## config.mk

```make
export PLATFORM = sky130hd
export DESIGN_NAME = led_mode_ctrl
export DESIGN_NICKNAME = d
export VERILOG_FILES = /design/src/rtl/ledctrl_pkg.sv /design/src/rtl/btn_debounce.sv /design/src/rtl/led_mode_ctrl.sv
export SDC_FILE = /design/constraint.sdc
export NUM_CORES = 1
export LEC_CHECK = 0
export BUFFER_PORTS_ARGS = -buffer_cell sky130_fd_sc_hd__buf_2
export CAP_MARGIN = 20
export CORE_MARGIN = 2
export CORE_UTILIZATION = 59
export CTS_CLUSTER_SIZE = 16
export DETAILED_ROUTE_END_ITERATION = 8
export PLACE_DENSITY_LB_ADDON = 0.08
export RECOVER_POWER = 50
export SKIP_LAST_GASP = 1
export SLEW_MARGIN = 20
export SYNTH_ARGS = -nofsm -noshare
export SYNTH_HDL_FRONTEND = slang
export SYNTH_SLANG_ARGS = --single-unit
```

## constraint.sdc

```tcl
create_clock -name clk -period 2.15 [get_ports clk]
set_input_delay 0 -clock clk [delete_from_list [all_inputs] [get_ports clk]]
set_output_delay 0 -clock clk [all_outputs]
set_load 0.02 [all_outputs]
```

## src/rtl/ledctrl_pkg.sv

```systemverilog
// ledctrl_pkg: mode encodings and rotate-direction constants for led_mode_ctrl
package ledctrl_pkg;
  typedef enum logic [1:0] {
    MODE_PASS   = 2'd0,
    MODE_LATCH  = 2'd1,
    MODE_ROTATE = 2'd2,
    MODE_COUNT  = 2'd3
  } mode_e;
  localparam logic DIR_LEFT  = 1'b0;
  localparam logic DIR_RIGHT = 1'b1;
endpackage

```

## src/rtl/btn_debounce.sv

```systemverilog
// btn_debounce: 2-flop sync, stability-count debounce and registered press pulse for an active-low button
module btn_debounce #(
  parameter int DB_CYCLES = 16
) (
  input  logic clk,
  input  logic rst,
  input  logic btn,
  output logic level,
  output logic press
);
  localparam int CW = $clog2(DB_CYCLES);
  localparam logic [CW-1:0] CNT_LAST = CW'(DB_CYCLES - 1);
  logic s1_q, s2_q, level_q, level_d, prev_q, press_q;
  logic [CW-1:0] cnt_q, cnt_d;
  // count cycles of disagreement; flip the level when the count would reach DB_CYCLES
  always_comb begin
    cnt_d   = (s2_q == level_q || cnt_q == CNT_LAST) ? '0 : cnt_q + 1'b1;
    level_d = (s2_q != level_q && cnt_q == CNT_LAST) ? s2_q : level_q;
  end
  // sync flops, debounced level and a one-cycle pulse on the debounced 1->0 edge
  always_ff @(posedge clk or posedge rst) begin
    if (rst) begin
      s1_q    <= 1'b1;
      s2_q    <= 1'b1;
      level_q <= 1'b1;
      prev_q  <= 1'b1;
      press_q <= 1'b0;
      cnt_q   <= '0;
    end else begin
      s1_q    <= btn;
      s2_q    <= s1_q;
      level_q <= level_d;
      prev_q  <= level_q;
      press_q <= prev_q & ~level_q;
      cnt_q   <= cnt_d;
    end
  end
  assign level = level_q;
  assign press = press_q;
endmodule

```

## src/rtl/led_mode_ctrl.sv

```systemverilog
// led_mode_ctrl: switch-to-LED controller with PASS/LATCH/ROTATE(/COUNT) modes; COUNT built only with LEDCTRL_COUNT_MODE_EN
module led_mode_ctrl
  import ledctrl_pkg::*;
#(
  parameter int WIDTH     = 8,
  parameter int DB_CYCLES = 16,
  parameter int TICK_DIV  = 1000
) (
  input  logic             clk,
  input  logic             rst,
  input  logic [WIDTH-1:0] sw,
  input  logic             pba,
  input  logic             pbb,
  output logic [WIDTH-1:0] led,
  output logic [1:0]       mode
);
  localparam int PW = $clog2(TICK_DIV);
  localparam logic [PW-1:0] PRE_LAST = PW'(TICK_DIV - 1);
  logic [WIDTH-1:0] sw1_q, sw_s_q, latch_q, latch_d, rot_q, rot_d, led_q, led_d;
  logic [PW-1:0] pre_q, pre_d;
  mode_e mode_q, mode_d;
  logic dir_q, dir_d;
  logic a_lvl, b_lvl, a_press, b_press, adv, act, tick, step, enter;
  logic unused_lvl;
`ifdef LEDCTRL_COUNT_MODE_EN
  logic [WIDTH-1:0] cnt_q, cnt_d;
`endif

  btn_debounce #(.DB_CYCLES(DB_CYCLES)) u_pba (.clk(clk), .rst(rst), .btn(pba), .level(a_lvl), .press(a_press));
  btn_debounce #(.DB_CYCLES(DB_CYCLES)) u_pbb (.clk(clk), .rst(rst), .btn(pbb), .level(b_lvl), .press(b_press));

  assign unused_lvl = a_lvl ^ b_lvl;
  assign adv  = a_press;
  assign act  = b_press & ~a_press;
  assign tick = pre_q == PRE_LAST;
  assign step = tick & ~adv;

  // next mode, prescaler, per-mode registers and the LED mux
  always_comb begin
`ifdef LEDCTRL_COUNT_MODE_EN
    mode_d = adv ? mode_e'(mode_q + 2'd1) : mode_q;
`else
    mode_d = !adv ? mode_q : (mode_q == MODE_ROTATE) ? MODE_PASS : mode_e'(mode_q + 2'd1);
`endif
    enter   = adv && mode_d == MODE_ROTATE;
    pre_d   = (adv || tick) ? '0 : pre_q + 1'b1;
    latch_d = (mode_q == MODE_LATCH && act) ? sw_s_q : latch_q;
    rot_d   = enter ? sw_s_q :
              (mode_q == MODE_ROTATE && step) ?
                (dir_q == DIR_LEFT ? {rot_q[WIDTH-2:0], rot_q[WIDTH-1]} : {rot_q[0], rot_q[WIDTH-1:1]}) :
              rot_q;
    dir_d   = enter ? DIR_LEFT : (mode_q == MODE_ROTATE && act) ? ~dir_q : dir_q;
`ifdef LEDCTRL_COUNT_MODE_EN
    cnt_d   = (mode_q == MODE_COUNT && act) ? '0 :
              (mode_q == MODE_COUNT && step) ? cnt_q + 1'b1 : cnt_q;
`endif
    led_d   = (mode_q == MODE_LATCH)  ? latch_q :
              (mode_q == MODE_ROTATE) ? rot_q :
`ifdef LEDCTRL_COUNT_MODE_EN
              (mode_q == MODE_COUNT)  ? cnt_q :
`endif
              sw_s_q;
  end

  // switch synchroniser and all state registers
  always_ff @(posedge clk or posedge rst) begin
    if (rst) begin
      sw1_q   <= '0;
      sw_s_q  <= '0;
      pre_q   <= '0;
      mode_q  <= MODE_PASS;
      latch_q <= '0;
      rot_q   <= '0;
      dir_q   <= DIR_LEFT;
      led_q   <= '0;
`ifdef LEDCTRL_COUNT_MODE_EN
      cnt_q   <= '0;
`endif
    end else begin
      sw1_q   <= sw;
      sw_s_q  <= sw1_q;
      pre_q   <= pre_d;
      mode_q  <= mode_d;
      latch_q <= latch_d;
      rot_q   <= rot_d;
      dir_q   <= dir_d;
      led_q   <= led_d;
`ifdef LEDCTRL_COUNT_MODE_EN
      cnt_q   <= cnt_d;
`endif
    end
  end

  assign led  = led_q;
  assign mode = mode_q;
endmodule

```

Word-level counts from Yosys, hierarchy flattened
Index checks and enable logic that the tools add are counted.

operators by class
  add/sub/neg operators = 4
  equal/unequal tests = 10
  mux-type cells = 12
  bitwise gates (word level) = 8
  reductions and logical operators = 11

operator list
  cell                                                                    number
  8-bit two-way mux                                                       5
  10-bit by 1-bit adder with 10-bit output (second input constant)        1
  10-bit equality test (second input constant)                            1
  10-bit two-way mux                                                      1
  4-bit by 1-bit adder with 4-bit output (second input constant)          2
  4-bit equality test (second input constant)                             2
  4-bit two-way mux                                                       2
  1-bit logical AND                                                       6
  1-bit bitwise AND                                                       4
  2-bit equality test (second input constant)                             2
  2-bit two-way mux                                                       2
  1-bit inverter                                                          4
  2-bit nonzero test                                                      2
  1-bit logical OR                                                        3
  2-bit by 1-bit adder with 2-bit output (second input constant)          1
  1-bit equality test                                                     2
  2-bit by 1-bit equality test with 1-bit output (second input constant)  1
  1-bit two-way mux                                                       2
  1-bit inequality test                                                   2

word-level totals
  bits in registers = 71
  bits of input ports = 12
  logic and storage cells = 65

Depth between registers and ports, before layout
Gate-level depths: netlist of the first run.

  depth in word-level cells = 6
  gate-level depth with buffers = 6
  mapped depth without buffers = 5

Modules after synthesis
A second synthesis of the first run with hierarchy kept.

second synthesis, totals
  cells, all modules = 239
  area, all modules = 2927.8 um^2

modules (own cells, without submodules)
  module         times used  cells each  area an instance (um^2)
  led_mode_ctrl  1           191         2244.7
  btn_debounce   2           24          341.6

Worst setup path before layout of the first run
Ideal clock, no wire load.

  path type = register to register
  start = reg mode_q[1], in the netlist mode[1]
  end = reg rot_q[0]
  setup time = 0.126 ns
  arrival = 1.429 ns
  data required time = 2.024 ns
  slack = 0.595 ns
  cell stages (with the launch flop) = 7
  buffers on the path = 2
  clock period less this slack = 1.555 ns
  path through = dfrtp_1 clkbuf_2 nor3b_4 nand4_4 buf_6 a211oi_2 a211oi_1

between the ends
  cells in the longest elaborated chain, start to end = 6
  elaborated cells on any way between the ends = 9
  those cells by class = add/sub (1); eq/ne (2); mux (3); reduce/logical (3)

RTL lines
  element                                                                        line                                      source
  from (decl)                                                                    led_mode_ctrl.sv:21                       mode_e mode_q, mode_d;
  from (signal assigned)                                                         led_mode_ctrl.sv:83                       mode_q <= mode_d;
  2-bit by 1-bit adder with 2-bit output or 2-bit equality test (tied branches)  led_mode_ctrl.sv:43, led_mode_ctrl.sv:49
  2-bit two-way mux (2 in a row)                                                 led_mode_ctrl.sv:43                       mode_d = !adv ? mode_q : (mode_q == MODE_ROTATE) ? MODE_PASS : mode_e'(mode_q + 2'd1);
  2-bit equality test                                                            led_mode_ctrl.sv:45                       enter = adv && mode_d == MODE_ROTATE;
  1-bit logical AND                                                              led_mode_ctrl.sv:45
  8-bit two-way mux or 2-bit nonzero test (tied branches)                        -
  to (signal assigned)                                                           led_mode_ctrl.sv:85                       rot_q <= rot_d;
  to (decl)                                                                      led_mode_ctrl.sv:19                       logic [WIDTH-1:0] sw1_q, sw_s_q, latch_q, latch_d, rot_q, rot_d, led_q, led_d;

Parallel ways exist; a longest one is shown, timed or not.
A chain may end at the register's enable or synchronous reset.

Final worst setup path of the first run
  start = reg u_pba.press_q, in the netlist u_pba.press
  end = reg rot_q[5]

between the ends
  cells in the longest elaborated chain, start to end = 4
  elaborated cells on any way between the ends = 8
  those cells by class = eq/ne (1); mux (2); bitwise (2); reduce/logical (3)

RTL lines
  element                                                   line                                      source
  from (decl)                                               btn_debounce.sv:13                        logic s1_q, s2_q, level_q, level_d, prev_q, press_q;
  from (signal assigned)                                    btn_debounce.sv:34                        press_q <= prev_q & ~level_q;
  2-bit two-way mux or 1-bit inverter (tied branches)       led_mode_ctrl.sv:43, led_mode_ctrl.sv:36
  2-bit equality test or 1-bit bitwise AND (tied branches)  led_mode_ctrl.sv:45, led_mode_ctrl.sv:36
  1-bit logical AND (on tied branches)                      led_mode_ctrl.sv:45, led_mode_ctrl.sv:49
  8-bit two-way mux or 2-bit nonzero test (tied branches)   -

Parallel ways exist; a longest one is shown, timed or not.

==> flow_summary_export.csv, run 1 <==
group,metric,value,unit
run_status,status,"complete, no violations",
place,hpwl,3180,µm
drt,drtAntennaViolNets,0,
synth,synth.most_common_cell,"dfrtp_1",
die,initial_utilization,61.9,%
cells_and_area,area_growth,16.3,%
setup_path,path_common_cell,"a211oi_1",
die,core_area,0.00479,mm²
global_routing,grtUsageTotal,20.2,%
synth,syn-cell-area,0.00296,mm²
sta,max_freq,615,MHz
pwr,ir_drop,799,µV
cts,clockBufferDepth,2,
place,dpl_cell_area,0.00313,mm²
synth,avgSynthCellArea,11.9,µm²
setup_path,slowest_delay,520,ps
setup_path,cp.required,2360,ps
pwr,swShare,22.8,%
sta,hold_violations,0,
die,chipHeight,74.9,µm
die,die_w,74.9,µm
setup_path,critPathKind,"flop to flop",
global_routing,grt-ovfl-total,0,
cells_and_area,fin_nets,299,
synth,synthArstFlopShare,100,%
drt,wl_per_cell,13.7,µm
pwr,clkPwrFrac,41.2,%
pwr,seqPwrFrac,51.7,%
setup_path,crit_path_end_kind,"flop",
drt,wirelength,4890,µm
place,gp_congestion,0.843,
cells_and_area,fin_cells,356,
synth,synth_enable_flop_cells,0,
drt,avgViaCountPerCell,5.35,
cells_and_area,postLayoutCoreUtil,72.0,%
synth,synthTopCellsByCount,"63 x dfrtp_1, 31 x nor2_1, 22 x a211oi_1",
sta,worst_slew_pin_slew,750,ps
drt,drc,0,
cts,post_cts_resized,0,
synth,yosys_warnings,0,
sta,tns,0,ps
pwr,switchingPower,659,µW
setup_path,start_kind,"flop",
sta,skew,6.48,ps
sta,finalCriticalPeriod,1630,ps
sta,relSlewSlack,49.9,%
cts,cts_tree,"done",
cells_and_area,antenna_cells,0,
cts,postCtsSetupRepairBufs,0,
cells_and_area,stdcell_area,0.00345,mm²
sta,whs,304,ps
pwr,combPwrFrac,7.1,%
synth,yosysSeqAreaShare,60.3,%
drt,drt-pass1-iter-count,4,
die,fp-row-count,25,
sta,fin_crit_sh,75.7,%
sta,setup_viol,0,
die,ios,22,
global_routing,grt_antenna_before_repair,0,
min_path,min_path_type,"input port to flop",
synth,synthCells,249,
cts,path_clk_slew,70,ps
setup_path,cp_data_arrival_time,1840,ps
place,dp_slack,541,ps
synth,synth_area_leaders,"dfrtp_1 53%, dfstp_2 7.1%, a211oi_1 5.6%, nor2_1 3.9%, mux2_2 3.8%",
place,portBuffers,21,
synth,synth_cell_type_count,40,
cts,cts_sinks,71,
synth,synth_flop_cell,"dfrtp_1",
sta,grt_setup_unrepaired,"false",
sta,drv_slew,0,
pwr,totalPowerFinal,2.89,mW
global_routing,first_global_vias,1763,
flow_run,maxCapViolCount,0,
synth,synth_top_area_share,53.2,%
setup_path,slowest_stage,"dfrtp_1",
die,dieArea,0.00561,mm²
synth,synth_top_area_cell,"dfrtp_1",
cts,cts_root_buffer,"clkbuf_8",
synth,synthesis.nets,264,
drt,vias,1903,
min_path,min_path_cells,2,
cells_and_area,drive_gt1_share,19.0,%
drt,drtIter0Drc,89,
synth,synth_seq_cells,71,
pwr,p_int,2.23,mW
pwr,power_density,839,mW/mm²
cts,h-tree-depth,3,
setup_path,ff2ff_path_depth,4,
setup_path,cp_max_fo,16,
pwr,p_leak,1.52,nW
global_routing,grt_max_degree,52,
cts,clk_latency,340,ps
setup_path,path_cells,"nor3b_4 > nand4_4 > a211oi_1 > a211oi_1",
global_routing,grt_first_pass_wirelength,8290,µm
place,place_inst,329,
sta,worst_slack,523,ps
cts,cts_buffers,9,
-- path summary, 6_finish.rpt --
check	startpoint	endpoint	slack (ps)
hold / removal	sw[0]	sw1_q[0]	300
max in group asynchronous	rst	u_pbb.cnt_q[3]	600
hold reg to reg	sw1_q[1]	sw_s_q[1]	350
setup reg to reg	u_pba.press	rot_q[5]	520
setup / recovery	u_pba.press	rot_q[5]	520
min in group asynchronous	rst	led[2]	360
-- layout by cell type (no fill, tap or decap), drive strengths merged, types with 7 or more instances in the layout --
master / instances
a211oi: 24
dfrtp: 63
mux2: 10
buf: 15
dfstp: 8
nor2: 31
nand3: 10
mux2i: 9
dlygate4sd3: 11
a21oi: 13
nor2b: 16
nand2: 7
clkbuf: 20
xnor2: 7
inv: 7
-- logic make-up (layout without fill, tap and decap cells) --
kind of cell             count (synthesis)  in the layout  share of synthesized area, %
multiplexers                            19             19                          6.84
adder cells (fa/ha/maj)                  3              3                          1.27
flip-flops                              71             71                          60.3
AO/OA/AOI/OAI                           46             46                          10.6
buffers and inverters                   18             58                          2.95
AND/OR/NAND/NOR                         82             82                          15.2
XOR/XNOR                                10             10                          2.96
-- area by class of cell --
class | instances | area, µm²
flip-flops and latches | 71 | 1790
fillers | 342 | 1340
multi-input cells | 160 | 1090
repair buffers | 35 | 228
clock buffers | 11 | 151
well taps | 67 | 83.8
clock inverters | 5 | 80.1
inverters | 7 | 26.3
-- timing repair --
| item | in CTS | in global routing |
|---|---|---|
| endpoints found under the hold margin | 30 | 0 |
| setup endpoints to repair | 0 | 0 |
| hold buffers | 11 | 0 |
-- power by group through the flow --
stage	sequential, mW	combinational, mW	clock, mW
floorplan	1.51	0.140	0
global placement	1.52	0.195	0
detailed placement	1.52	0.198	0
CTS	1.49	0.215	1.22
global route	1.51	0.235	1.29
finish	1.50	0.205	1.19
-- metal layers --
metal,track usage [%],routed length [µm],up-vias
met2,27.8,2220,29
met5,0,0,-
li1,-,-,936
met3,6.16,161,7
met4,7.14,65,0
met1,30.7,2450,931
-- critical path, delay by kind of cell (launching register included) --
kind               cells  cell delay [ps]
AOI/OAI and AO/OA      2              390
DFF                    1              520
and+or+nand+nor        2              580
-- flip-flops by register name (all words and copies together) (netlist names), 2 cells and up --
register and cells:
pre_q 10, latch_q 8, sw1_q 8, led 8, sw_s_q 8, u_pbb.cnt_q 4
mode 2, rot_q 8, u_pba.cnt_q 4
Note: power is estimated with default switching activity, not from simulation.
==> run 2, diff against run 1 <==
Settings changed: CORE_UTILIZATION 59 to 53.
Clock period 2.15 ns to 1.42 ns, I/O delays scaled along.
==> run 2 against run 1 <==
Compared with the run above: the run now ends with setup timing left; register-to-register slack worse by 580 ps; core utilization down 2.3 points; non-clock buffer count up 32; maximum frequency up 10%; sequential power up 49%; die area up 11%; power up 49%; clock power up 34%; sequential share of layout area down 4.7 points; critical path type unchanged; largest cell class unchanged.
==> flow_summary_export.csv, run 2 (synthesis gave the netlist of run 1 again) <==
group,metric,value,unit
die,dieArea,0.00621,mm²
run_status,status,"finished, violations left",
global_routing,grt_max_degree,33,
sta,skew,7.98,ps
cells_and_area,fin_nets,332,
drt,drt-pass1-iter-count,4,
cts,cts_root_buffer,"clkbuf_8",
cts,clk_latency,340,ps
setup_path,cp_max_fo,8,
die,initial_utilization,54.5,%
global_routing,grt_antenna_before_repair,0,
cts,cts_tree,"done",
sta,max_freq,678,MHz
sta,hold_violations,0,
cells_and_area,area_growth,28.0,%
cts,cts_buffers,9,
sta,relSlewSlack,37.4,%
sta,drv_slew,0,
drt,drtAntennaViolNets,0,
sta,worst_slew_pin_slew,934,ps
global_routing,first_global_vias,2085,
sta,grt_setup_unrepaired,"true",
sta,worst_slack,-55.3,ps
min_path,min_path_type,"input port to flop",
cells_and_area,final_common_cell,"dfrtp_1",
place,gp_congestion,0.861,
drt,drtIter0Drc,150,
drt,routed.top_layer,"met4",
drt,vias,2088,
cells_and_area,postLayoutCoreUtil,69.7,%
die,ios,22,
global_routing,grt-ovfl-total,0,
drt,wirelength,5790,µm
place,dp_slack,-81.4,ps
cells_and_area,antenna_cells,0,
setup_path,start_kind,"flop",
setup_path,critPathKind,"flop to flop",
die,core_area,0.00544,mm²
cts,cts_sinks,71,
cells_and_area,largest_register,"pre_q",
setup_path,crit_path_end_kind,"flop",
place,portBuffers,21,
sta,setup_viol,12,
pwr,seqPwrFrac,51.8,%
pwr,combPwrFrac,11.1,%
pwr,p_int,3.20,mW
run_status,violations,"setup timing",
cells_and_area,mostFrequentLayoutCells,"61 x dfrtp_1, 31 x buf_4, 29 x nor2_1",
place,hpwl,3710,µm
setup_path,cp_data_arrival_time,1700,ps
cts,path_clk_slew,80,ps
global_routing,grtUsageTotal,20.9,%
cells_and_area,fillers,397,
setup_path,cp.required,1640,ps
pwr,ir_drop,749,µV
drt,wl_per_cell,14.7,µm
cts,h-tree-depth,3,
drt,met1_length,2660,µm
global_routing,grt_first_pass_wirelength,9740,µm
drt,route.met3.wl,144,µm
die,fp-row-count,27,
drt,drc,0,
pwr,power_density,1130,mW/mm²
setup_path,reg2reg_setup_slack,-60,ps
drt,avgViaCountPerCell,5.30,
cells_and_area,stdcell_area,0.00379,mm²
die,chipHeight,78.8,µm
flow_run,maxCapViolCount,0,
cells_and_area,largest_reg_flops,10,
die,die_w,78.8,µm
sta,tns,-430,ps
place,dpl_cell_area,0.00335,mm²
pwr,swShare,25.5,%
pwr,switchingPower,1.09,mW
drt,wl_met2,2840,µm
pwr,clkPwrFrac,37.1,%
cells_and_area,drive_gt1_share,36.3,%
sta,finalCriticalPeriod,1480,ps
pwr,p_leak,1.74,nW
cts,clockBufferDepth,2,
sta,fin_crit_sh,104,%
## run 2: power groups by stage
stage | clock [mW] | combinational [mW] | sequential (mW)
finish | 1.59 | 0.475 | 2.23
CTS | 1.63 | 0.475 | 2.22
global placement | 0 | 0.438 | 2.25
floorplan | 0 | 0.213 | 2.29
detailed placement | 0 | 0.449 | 2.26
global route | 1.73 | 0.541 | 2.24
## run 2: final cells by class
type	count	area (µm²)	area share (%)
Tap cell	72	90.1	2.37
Clock buffer	9	124	3.27
Inverter	7	27.5	0.726
Sequential cell	71	1790	47.2
Timing Repair Buffer	67	510	13.5
Clock inverter	7	73.8	1.95
Multi-Input combinational cell	161	1180	31.1
## run 2: timing repair
item,in CTS,in global routing
endpoints found under the hold margin,33,0
hold buffers,11,0
cloned,1,0
buffers inserted,1,5
endpoints found under the setup margin,7,11
gates resized for setup,1,19
pin swaps,1,10
## run 2: per-stage QoR
step                hold slack, ps  cells  total power [mW]
CTS                            229    389              4.32
finish                         290    394              4.29
global placement              41.6    360              2.69
floorplan                     4.48    249              2.50
global route                   280    394              4.52
detailed placement            45.4    360              2.71
## run 2: path summary, 6_finish.rpt
check	start	endpoint	cells past startpoint
worst max register to register	u_pba.press	latch_q[2]	5
worst max-delay path	u_pba.press	latch_q[2]	5
worst min-delay path	sw[7]	sw1_q[7]	2
min in group asynchronous	rst	u_pba.cnt_q[0]	3
worst min register to register	sw1_q[2]	sw_s_q[2]	0
max in group asynchronous	rst	u_pba.prev_q	4
## run 2: routing by layer
layer  vias to the layer above  GRT usage [%]
met2                        31           32.6
li1                       1010              -
met1                      1031           27.6
met4                         0           11.6
met5                         -              0
met3                        16           3.86
## run 2: worst max-delay path: stages (launching register included)
cell,delay (ps)
dfrtp_2,430
buf_4,140
inv_1,60
and4_1,250
buf_12,140
mux2_2,330
==> run 3, diff against run 2 <==
Settings changed: PLACE_DENSITY set to 0.75, PLACE_DENSITY_LB_ADDON 0.08 to unset.
==> run 3 against run 2 <==
Compared with the run above: the run still ends with setup timing left; flip-flop and latch count unchanged; die area unchanged; maximum frequency up 2.3%.
==> flow_summary_export.csv, run 3 (synthesis gave the netlist of run 1 again) <==
group,metric,value,unit
run_status,status,"finished, violations left",
run_status,violations,"setup timing",
global_routing,met2_usage,33.1,%
sta,relSlewSlack,39.6,%
setup_path,reg2reg_setup_slack,-20,ps
sta,hold_violations,0,
place,hpwl,3520,µm
cts,h-tree-depth,3,
sta,skew,8.29,ps
cells_and_area,largest_register,"pre_q",
cts,clk_latency,340,ps
min_path,min_path_type,"input port to flop",
die,fp-row-count,27,
sta,setup_viol,2,
global_routing,grt_first_pass_wirelength,9760,µm
setup_path,r2r_start,"u_pba.press",
setup_path,endpoint,"rot_q[6]",
global_routing,first_global_vias,2141,
cells_and_area,final_common_cell,"dfrtp_1",
cells_and_area,antenna_cells,0,
place,gp_congestion,0.844,
sta,fin_crit_sh,102,%
die,initial_utilization,54.5,%
pwr,ir_drop,815,µV
global_routing,grtUsageTotal,20.5,%
drt,vias,2096,
global_routing,use_met1,26.9,%
pwr,p_leak,1.72,nW
die,chipHeight,78.8,µm
sta,finalCriticalPeriod,1440,ps
flow_run,maxCapViolCount,0,
global_routing,use_met3,4.66,%
die,ios,22,
cts,cts_sinks,71,
global_routing,grt_antenna_before_repair,0,
drt,drt-pass1-iter-count,4,
cts,cts_root_buffer,"clkbuf_8",
setup_path,cp_max_fo,8,
cells_and_area,largest_reg_flops,10,
place,dp_slack,-120,ps
cells_and_area,fin_nets,328,
sta,grt_setup_unrepaired,"true",
place,portBuffers,21,
drt,wirelength,5750,µm
setup_path,ff2ff_path_depth,4,
die,dieArea,0.00621,mm²
cts,cts_buffers,9,
cells_and_area,area_growth,27.2,%
cells_and_area,mostFrequentLayoutCells,"62 x dfrtp_1, 30 x nor2_1, 25 x buf_4",
setup_path,cp_data_arrival_time,1680,ps
global_routing,busiest_layer,"met2",
cts,clockBufferDepth,2,
drt,drtAntennaViolNets,0,
setup_path,cp.required,1660,ps
sta,tns,-27.4,ps
setup_path,critPathKind,"flop to flop",
drt,drc,0,
die,core_area,0.00544,mm²
setup_path,r2r-end,"rot_q[6]",
cts,path_clk_slew,80,ps
sta,drv_slew,0,
setup_path,crit_path_end_kind,"flop",
global_routing,grt_max_degree,37,
drt,avgViaCountPerCell,5.37,
setup_path,start_kind,"flop",
sta,max_freq,693,MHz
global_routing,grt-ovfl-total,0,
die,die_w,78.8,µm
pwr,power_density,1190,mW/mm²
setup_path,critPathLaunch,"u_pba.press",
drt,drtIter0Drc,133,
sta,worst_slew_pin_slew,906,ps
cts,cts_tree,"done",
drt,wl_per_cell,14.7,µm
sta,worst_slack,-22.5,ps
pwr,totalPowerFinal,4.47,mW
cells_and_area,drive_gt1_share,34.0,%
-- run 3: timing repair --
item,4_1_cts,5_1_grt
setup buffers,3,2
pin swaps,8,2
endpoints found under the setup margin,8,25
gates cloned,1,0
hold buffers,11,0
endpoints found under the hold margin,73,0
gates resized for setup,11,8
-- run 3: critical path, stage by stage (launching register included) --
cell,delay [ps]
dfrtp_1,440
nor3b_4,270
buf_4,180
nand4_4,160
a211oi_1,290
-- run 3: stage by stage --
stage | cells | utilization, % | hold WS (ps) | area, µm²
finish | 390 | 69.3 | 302 | 3770
global route | 390 | 69.3 | 293 | 3770
CTS | 388 | 68.6 | 285 | 3730
detailed placement | 357 | 60.9 | 106 | 3310
global placement | 357 | 60.9 | 105 | 3310
floorplan | 249 | - | 4.48 | 2980
-- run 3: final cells by class --
type | count | area [µm²]
Sequential cell | 71 | 1790
Fill cell | 352 | 1670
Multi-Input combinational cell | 161 | 1170
Timing Repair Buffer | 63 | 465
Clock buffer | 9 | 124
Clock inverter | 7 | 97.6
Tap cell | 72 | 90.1
Inverter | 7 | 30.0
-- run 3: how the worst min path moves through the flow --
stage,from,endpoint,slack [ps],cells past startpoint
after global placement,pba,u_pba.s1_q,110,1
after detailed placement,pba,u_pba.s1_q,110,1
after floorplan,pba,u_pba.s1_q,4,0
after CTS,sw[4],sw1_q[4],290,2
after global routing,sw[7],sw1_q[7],290,2
final,sw[5],sw1_q[5],300,2
-- run 3: power breakdown --
| part | leakage (nW) | internal (mW) | switching (mW) |
|---|---|---|---|
| sequential | 0.888 | 2.15 | 0.0767 |
| combinational | 0.729 | 0.229 | 0.240 |
| clock | 0.105 | 0.991 | 0.785 |
| total | 1.72 | 3.37 | 1.10 |
-- run 3: metal layers --
layer / vias to the layer above / part of all wire [%]
met2: 55 / 50
met4: 0 / 1.7
met5: - / 0
li1: 1002 / -
met1: 1031 / 44
met3: 8 / 4.3
